File: src/rtl/crop_pkg.sv
// Shared types and BMP header constants for the crop job sequencer.
package crop_pkg;

  typedef enum logic [2:0] {
    StIdle,
    StCheck,
    StHdr,
    StStart,
    StWait,
    StDone
  } state_e;

  localparam int unsigned BMP_HDR_BYTES = 54;
  localparam int unsigned BMP_DIB_SIZE  = 40;
  localparam int unsigned BMP_PPM       = 2835;
  localparam int unsigned BMP_BPP       = 24;

  // Little-endian byte k of a 32-bit header field.
  function automatic logic [7:0] le_byte(input logic [31:0] v, input logic [1:0] k);
    return v[8*k +: 8];
  endfunction

endpackage

File: src/rtl/bmp_header_gen.sv
// Combinational BMP header byte lookup: byte index in, header byte out.
module bmp_header_gen
  import crop_pkg::*;
(
  input  logic [5:0]  idx,
  input  logic [11:0] w,
  input  logic [11:0] h,
  input  logic [31:0] img,
  input  logic [31:0] file,
  output logic [7:0]  hdr_byte
);

  logic [1:0] k;

  always_comb begin
    // Every multi-byte field starts at an address that is 2 mod 4.
    k        = idx[1:0] + 2'd2;
    hdr_byte = 8'h00;
    if (idx == 6'd0) begin
      hdr_byte = 8'h42;
    end else if (idx == 6'd1) begin
      hdr_byte = 8'h4D;
    end else if (idx <= 6'd5) begin
      hdr_byte = le_byte(file, k);
    end else if (idx <= 6'd9) begin
      hdr_byte = 8'h00;
    end else if (idx <= 6'd13) begin
      hdr_byte = le_byte(32'(BMP_HDR_BYTES), k);
    end else if (idx <= 6'd17) begin
      hdr_byte = le_byte(32'(BMP_DIB_SIZE), k);
    end else if (idx <= 6'd21) begin
      hdr_byte = le_byte(32'(w), k);
    end else if (idx <= 6'd25) begin
      hdr_byte = le_byte(32'(h), k);
    end else if (idx <= 6'd29) begin
      // planes (16 bit) followed by bits-per-pixel (16 bit)
      hdr_byte = le_byte({16'(BMP_BPP), 16'd1}, k);
    end else if (idx <= 6'd33) begin
      hdr_byte = 8'h00;
    end else if (idx <= 6'd37) begin
      hdr_byte = le_byte(img, k);
    end else if (idx <= 6'd45) begin
      hdr_byte = le_byte(32'(BMP_PPM), k);
    end else begin
      hdr_byte = 8'h00;
    end
  end

endmodule

File: src/rtl/crop_job_sequencer.sv
// Crop job controller: validates the window, writes the BMP header, then runs the
// cropping engine and owns the output memory write port.
module crop_job_sequencer
  import crop_pkg::*;
#(
  parameter int unsigned WIDTH        = 100,
  parameter int unsigned HEIGHT       = 100,
  parameter int unsigned HDR_BASE     = 0,
  parameter int unsigned CROP_TIMEOUT = 1048576
) (
  input  logic        clk,
  input  logic        rst_n,
  input  logic        job_valid,
  output logic        job_ready,
  input  logic [10:0] x_min,
  input  logic [10:0] x_max,
  input  logic [10:0] y_min,
  input  logic [10:0] y_max,
  output logic        job_done,
  output logic        job_err,
  output logic        crop_start,
  input  logic        crop_done,
  output logic [10:0] crop_xmin,
  output logic [10:0] crop_xmax,
  output logic [10:0] crop_ymin,
  output logic [10:0] crop_ymax,
  input  logic [23:0] crop_waddr,
  input  logic [15:0] crop_wdata,
  input  logic        crop_wren,
  output logic [23:0] mem_waddr,
  output logic [15:0] mem_wdata,
  output logic        mem_wren
);

  localparam int unsigned TMO_W = (CROP_TIMEOUT > 1) ? $clog2(CROP_TIMEOUT) : 1;
  localparam logic [TMO_W-1:0] TMO_LAST = TMO_W'(CROP_TIMEOUT - 1);
  localparam logic [5:0] HDR_LAST = 6'(BMP_HDR_BYTES - 1);

  state_e           state_q;
  logic [5:0]       idx_q;
  logic [11:0]      w_q, h_q;
  logic [31:0]      img_q, file_q;
  logic             arm_q;
  logic [TMO_W-1:0] tmo_q;

  logic [11:0] w_c, h_c;
  logic [13:0] stride_c;
  logic [31:0] img_c;
  logic        bad_c;
  logic [7:0]  hdr_byte;

  // Geometry of the latched window, consumed in CHECK.
  always_comb begin
    w_c      = {1'b0, crop_xmax} - {1'b0, crop_xmin} + 12'd1;
    h_c      = {1'b0, crop_ymax} - {1'b0, crop_ymin} + 12'd1;
    stride_c = (14'(w_c) * 14'd3 + 14'd3) & ~14'd3;
    img_c    = 32'(stride_c) * 32'(h_c);
    bad_c    = (crop_xmin > crop_xmax) || (crop_ymin > crop_ymax) ||
               (32'(crop_xmax) >= WIDTH) || (32'(crop_ymax) >= HEIGHT);
  end

  bmp_header_gen u_hdr (
    .idx      (idx_q),
    .w        (w_q),
    .h        (h_q),
    .img      (img_q),
    .file     (file_q),
    .hdr_byte (hdr_byte)
  );

  always_ff @(posedge clk or negedge rst_n) begin
    if (!rst_n) begin
      state_q    <= StIdle;
      job_ready  <= 1'b1;
      job_done   <= 1'b0;
      job_err    <= 1'b0;
      crop_start <= 1'b0;
      crop_xmin  <= '0;
      crop_xmax  <= '0;
      crop_ymin  <= '0;
      crop_ymax  <= '0;
      idx_q      <= '0;
      w_q        <= '0;
      h_q        <= '0;
      img_q      <= '0;
      file_q     <= '0;
      arm_q      <= 1'b0;
      tmo_q      <= '0;
    end else begin
      job_done   <= 1'b0;
      job_err    <= 1'b0;
      crop_start <= 1'b0;
      unique case (state_q)
        StIdle: begin
          if (job_valid) begin
            crop_xmin <= x_min;
            crop_xmax <= x_max;
            crop_ymin <= y_min;
            crop_ymax <= y_max;
            job_ready <= 1'b0;
            state_q   <= StCheck;
          end
        end
        StCheck: begin
          if (bad_c) begin
            job_done <= 1'b1;
            job_err  <= 1'b1;
            state_q  <= StDone;
          end else begin
            w_q     <= w_c;
            h_q     <= h_c;
            img_q   <= img_c;
            file_q  <= img_c + 32'(BMP_HDR_BYTES);
            idx_q   <= '0;
            state_q <= StHdr;
          end
        end
        StHdr: begin
          if (idx_q == HDR_LAST) begin
            crop_start <= 1'b1;
            state_q    <= StStart;
          end else begin
            idx_q <= idx_q + 6'd1;
          end
        end
        StStart: begin
          arm_q   <= 1'b0;
          tmo_q   <= '0;
          state_q <= StWait;
        end
        StWait: begin
          // A done level still high from the previous job must drop before it counts.
          if (crop_done && arm_q) begin
            job_done <= 1'b1;
            state_q  <= StDone;
          end else if (tmo_q == TMO_LAST) begin
            job_done <= 1'b1;
            job_err  <= 1'b1;
            state_q  <= StDone;
          end else begin
            tmo_q <= tmo_q + 1'b1;
            if (!crop_done) arm_q <= 1'b1;
          end
        end
        StDone: begin
          job_ready <= 1'b1;
          state_q   <= StIdle;
        end
        default: begin
          job_ready <= 1'b1;
          state_q   <= StIdle;
        end
      endcase
    end
  end

  // Write port mux: header writer in HDR, engine pass-through in WAIT, idle otherwise.
  always_comb begin
    mem_wren  = 1'b0;
    mem_waddr = '0;
    mem_wdata = '0;
    if (state_q == StHdr) begin
      mem_wren  = 1'b1;
      mem_waddr = 24'(HDR_BASE) + 24'(idx_q);
      mem_wdata = {8'h00, hdr_byte};
    end else if (state_q == StWait) begin
      mem_wren  = crop_wren;
      mem_waddr = crop_waddr;
      mem_wdata = crop_wdata;
    end
  end

endmodule

File: config.mk
export PLATFORM = sky130hd
export DESIGN_NAME = crop_job_sequencer
export DESIGN_NICKNAME = d
export VERILOG_FILES = /design/src/rtl/crop_pkg.sv /design/src/rtl/bmp_header_gen.sv /design/src/rtl/crop_job_sequencer.sv
export SDC_FILE = /design/constraint.sdc
export NUM_CORES = 1
export LEC_CHECK = 0
export CAP_MARGIN = 20
export CORE_ASPECT_RATIO = 1.75
export CORE_UTILIZATION = 55
export CTS_CLUSTER_DIAMETER = 40
export CTS_CLUSTER_SIZE = 10
export DETAILED_ROUTE_END_ITERATION = 7
export PLACE_DENSITY_LB_ADDON = 0.05
export SETUP_SLACK_MARGIN = 0.05
export SLEW_MARGIN = 10
export SYNTH_ARGS = -nofsm -noshare
export SYNTH_HDL_FRONTEND = slang
export SYNTH_SLANG_ARGS = --single-unit
export TNS_END_PERCENT = 50
File: constraint.sdc
create_clock -name clk -period 18.8 [get_ports clk]
set_input_delay 3.76 -clock clk [delete_from_list [all_inputs] [get_ports clk]]
set_output_delay 3.76 -clock clk [all_outputs]
set_load 0.01 [all_outputs]
==> run metrics <==
register bit total from synthesis=~150; Max clock buf depth=2; Setup crit end kind=flop; CP dominant cell by count=fa_1; IO Count=178; fmax=97.9 MHz; EDFF count, synth=0; port bufs=~180; root buffer cell=clkbuf_16; top_reg_cell synth=dfrtp_1; antenna violations before repair=0; Slew Limit Headroom=0.311; TritonCTS buffer count=17; routing usage on met2=0.583; Netlist cell types=77; Async SR Flop Fraction=1.00; Sequential cell area=~3800 sq um; post-synthesis cell count=approximately 1700; Initial DRT Pass Iterations=8; status=finished with violations; slew of the pin with the lowest slew margin=around 1 ns; # setup viols final=0; num rows=78; GR peak layer=met2; post-synthesis sequential area ratio=0.261; Tot GR Track Use=0.313; Worst EP required=around 19 ns; Fin Setup TNS=0 ns; Clk pin slew, worst setup/hold paths=around 0.070 ns; Clock Sinks=between 150 and 200; CTS tree=done; Worst path max stage delay=0.69 ns; count of pins over their slew limit=0; largest net degree at the start of global routing=100; Area Growth Syn to Fin=18.4%; CP max FO=6; Crit-path slowest cell=a2111oi_0; total core area=26000 sq um; htree depth=4; Layout Cells excl Fill=between 2000 and 2500; Clk Latency, worst-skew pair=around 0.45 ns; drt total wl=around 41000 microns; Final period util=0.543; filler instances=2254; final hold violations=0; max cap viols=0; GRT met3 Usage=0.0375; vias per cell=~5.7; Die Area=~27000 sq um; syn_nets=between 2000 and 2500; Die H=between 200 and 250 microns; post-cts resize count=0; dpl hpwl=32300 microns; Hold Buf Count CTS=0; YS warnings=0; vias in the first global route=roughly 13000; Hold WC Path Type=flop to flop; RSZ-0062 raised after global routing=no; grt ovf=0; WL/cell=18.7 microns; first-pass GRT wire length=~66000 microns; Tmin final=~10 ns; postcts setup bufs=0; Residual DRC=12; routability cong.=between 0.9 and 1; startpoint types=flop; share of post-route cells with drive strength above 1=0.0464; initial DRC count=roughly 660; dpl cells=about 2200; Routed Antenna Nets=0; ANT cells=0; Die X-Extent=around 130 microns; violated checks=DRC; GR Util met1=0.329; Mapped Area=14600 sq um; WS Path Type=flop to flop; Final #Nets=~2200; vias=around 13000; Worst Skew=a little over 0.01 ns; initial core utilization=0.562; area of the multi-input gates=~9900 sq um; CP arrival=10.53 ns; Mapped Avg Cell Area=approximately 8.5 sq um
[critical path, delay by kind of cell (launching register included)]
family | cells | cell delay (ns)
AOI/OAI and AO/OA | 12 | 3.18
xor gates and xnor gates | 2 | 0.69
adders and majority gates | 11 | 4.61
buffers and inverters | 4 | 0.21
DFF | 1 | 0.42
and+or+nand+nor | 4 | 0.94
[area by class of cell]
type                            count  area share
Timing Repair Buffer              191       0.110
Clock inverter                     13     0.00984
Inverter                          187      0.0406
Clock buffer                       19      0.0262
Tap cell                          320      0.0232
Multi-Input combinational cell   1311       0.570
Sequential cell                   152       0.220
[worst paths after layout]
kind | end | slack [ns] | start | cells after the start
max | file_q[26]$_DFFE_PN0P_ | 8.59 | crop_xmin[1]$_DFFE_PN0P_ | 33
min in group asynchronous | tmo_q[13]$_DFFE_PN0P_ | 3.35 | rst_n | 1
min | h_q[3]$_DFFE_PN0P_ | 0.48 | h_q[3]$_DFFE_PN0P_ | 2
max reg2reg | file_q[26]$_DFFE_PN0P_ | 8.59 | crop_xmin[1]$_DFFE_PN0P_ | 33
min reg2reg | h_q[3]$_DFFE_PN0P_ | 0.48 | h_q[3]$_DFFE_PN0P_ | 2
max in group asynchronous | file_q[4]$_DFFE_PN0P_ | 14.32 | rst_n | 3
[synth_stat cells (3+ instances only)]
cell	instances	area share
a211oi_1	4	0.0021
a21o_1	18	0.0093
a21oi_1	71	0.024
a221oi_1	3	0.0018
a22o_1	7	0.0042
a22oi_1	3	0.0015
a31oi_1	10	0.0043
and2_1	38	0.016
and3_1	13	0.0056
and4_1	6	0.0036
buf_1	4	0.0010
buf_2	3	0.0010
clkbuf_1	63	0.016
dfrtp_1	151	0.26
fa_1	103	0.14
ha_1	151	0.13
inv_1	187	0.048
mux2_2	14	0.011
mux2i_1	15	0.010
nand2_1	304	0.078
nand2b_1	23	0.0099
nand3_1	37	0.013
nand4_1	15	0.0064
nor2_1	129	0.033
nor2b_1	17	0.0073
nor3_1	15	0.0051
nor3b_1	3	0.0015
nor4_1	5	0.0021
o211ai_1	6	0.0031
o21a_1	14	0.0072
o21ai_0	120	0.041
o21bai_1	7	0.0036
o22ai_1	4	0.0017
o311ai_0	4	0.0024
o31ai_1	7	0.0036
or2_2	7	0.0030
or3_1	6	0.0026
xnor2_1	46	0.028
xor2_1	40	0.024
[placed cells by master, fill, tap and decap left out, drive strengths merged, types with 15 or more instances in the layout]
cell type	count
inv	188
dfrtp	151
nor2	129
clkdlybuf4s50	176
clkbuf	20
a21oi	74
ha	151
and2	38
fa	103
nand4	15
nor2b	17
o21ai	122
a21o	18
mux2i	15
nand2	304
xor2	40
nor3	15
nand2b	23
nand3	37
xnor2	46
[kinds of logic after synthesis]
family / share of synthesized area
AOI/OAI and AO/OA: 0.135
xor gates and xnor gates: 0.0516
adders and majority gates: 0.271
buffers and inverters: 0.0663
DFF: 0.261
muxes: 0.0242
and+or+nand+nor: 0.191
[through the flow]
| stage | hold WS [ns] | utilization | instance area (sq um) | setup WS (ns) |
|---|---|---|---|---|
| floorplan | 0.429 | - | 14600 | 9.53 |
| global placement | 0.457 | 0.640 | 16600 | 8.93 |
| detailed placement | 0.463 | 0.640 | 16600 | 8.66 |
| CTS | 0.479 | 0.664 | 17200 | 8.56 |
| global route | 0.497 | 0.666 | 17300 | 8.01 |
| finish | 0.476 | 0.666 | 17300 | 8.59 |
[registers in the layout, indices dropped and copies added, names as in the netlist, 3 cells and up]
signal     count
crop_ymax     11
crop_xmin     11
w_q           12
crop_xmax     11
h_q           12
state_q        3
crop_ymin     11
tmo_q         20
idx_q          6
img_q         24
file_q        26
[per-layer routing]
layer,share of wire,wire [microns]
met1,0.36,14800
met2,0.54,22100
met3,0.034,1390
met4,0.067,2770
met5,0,0
Power is not shown: default switching activity piles up to over one toggle a cycle in this logic, so the estimate is an artifact.
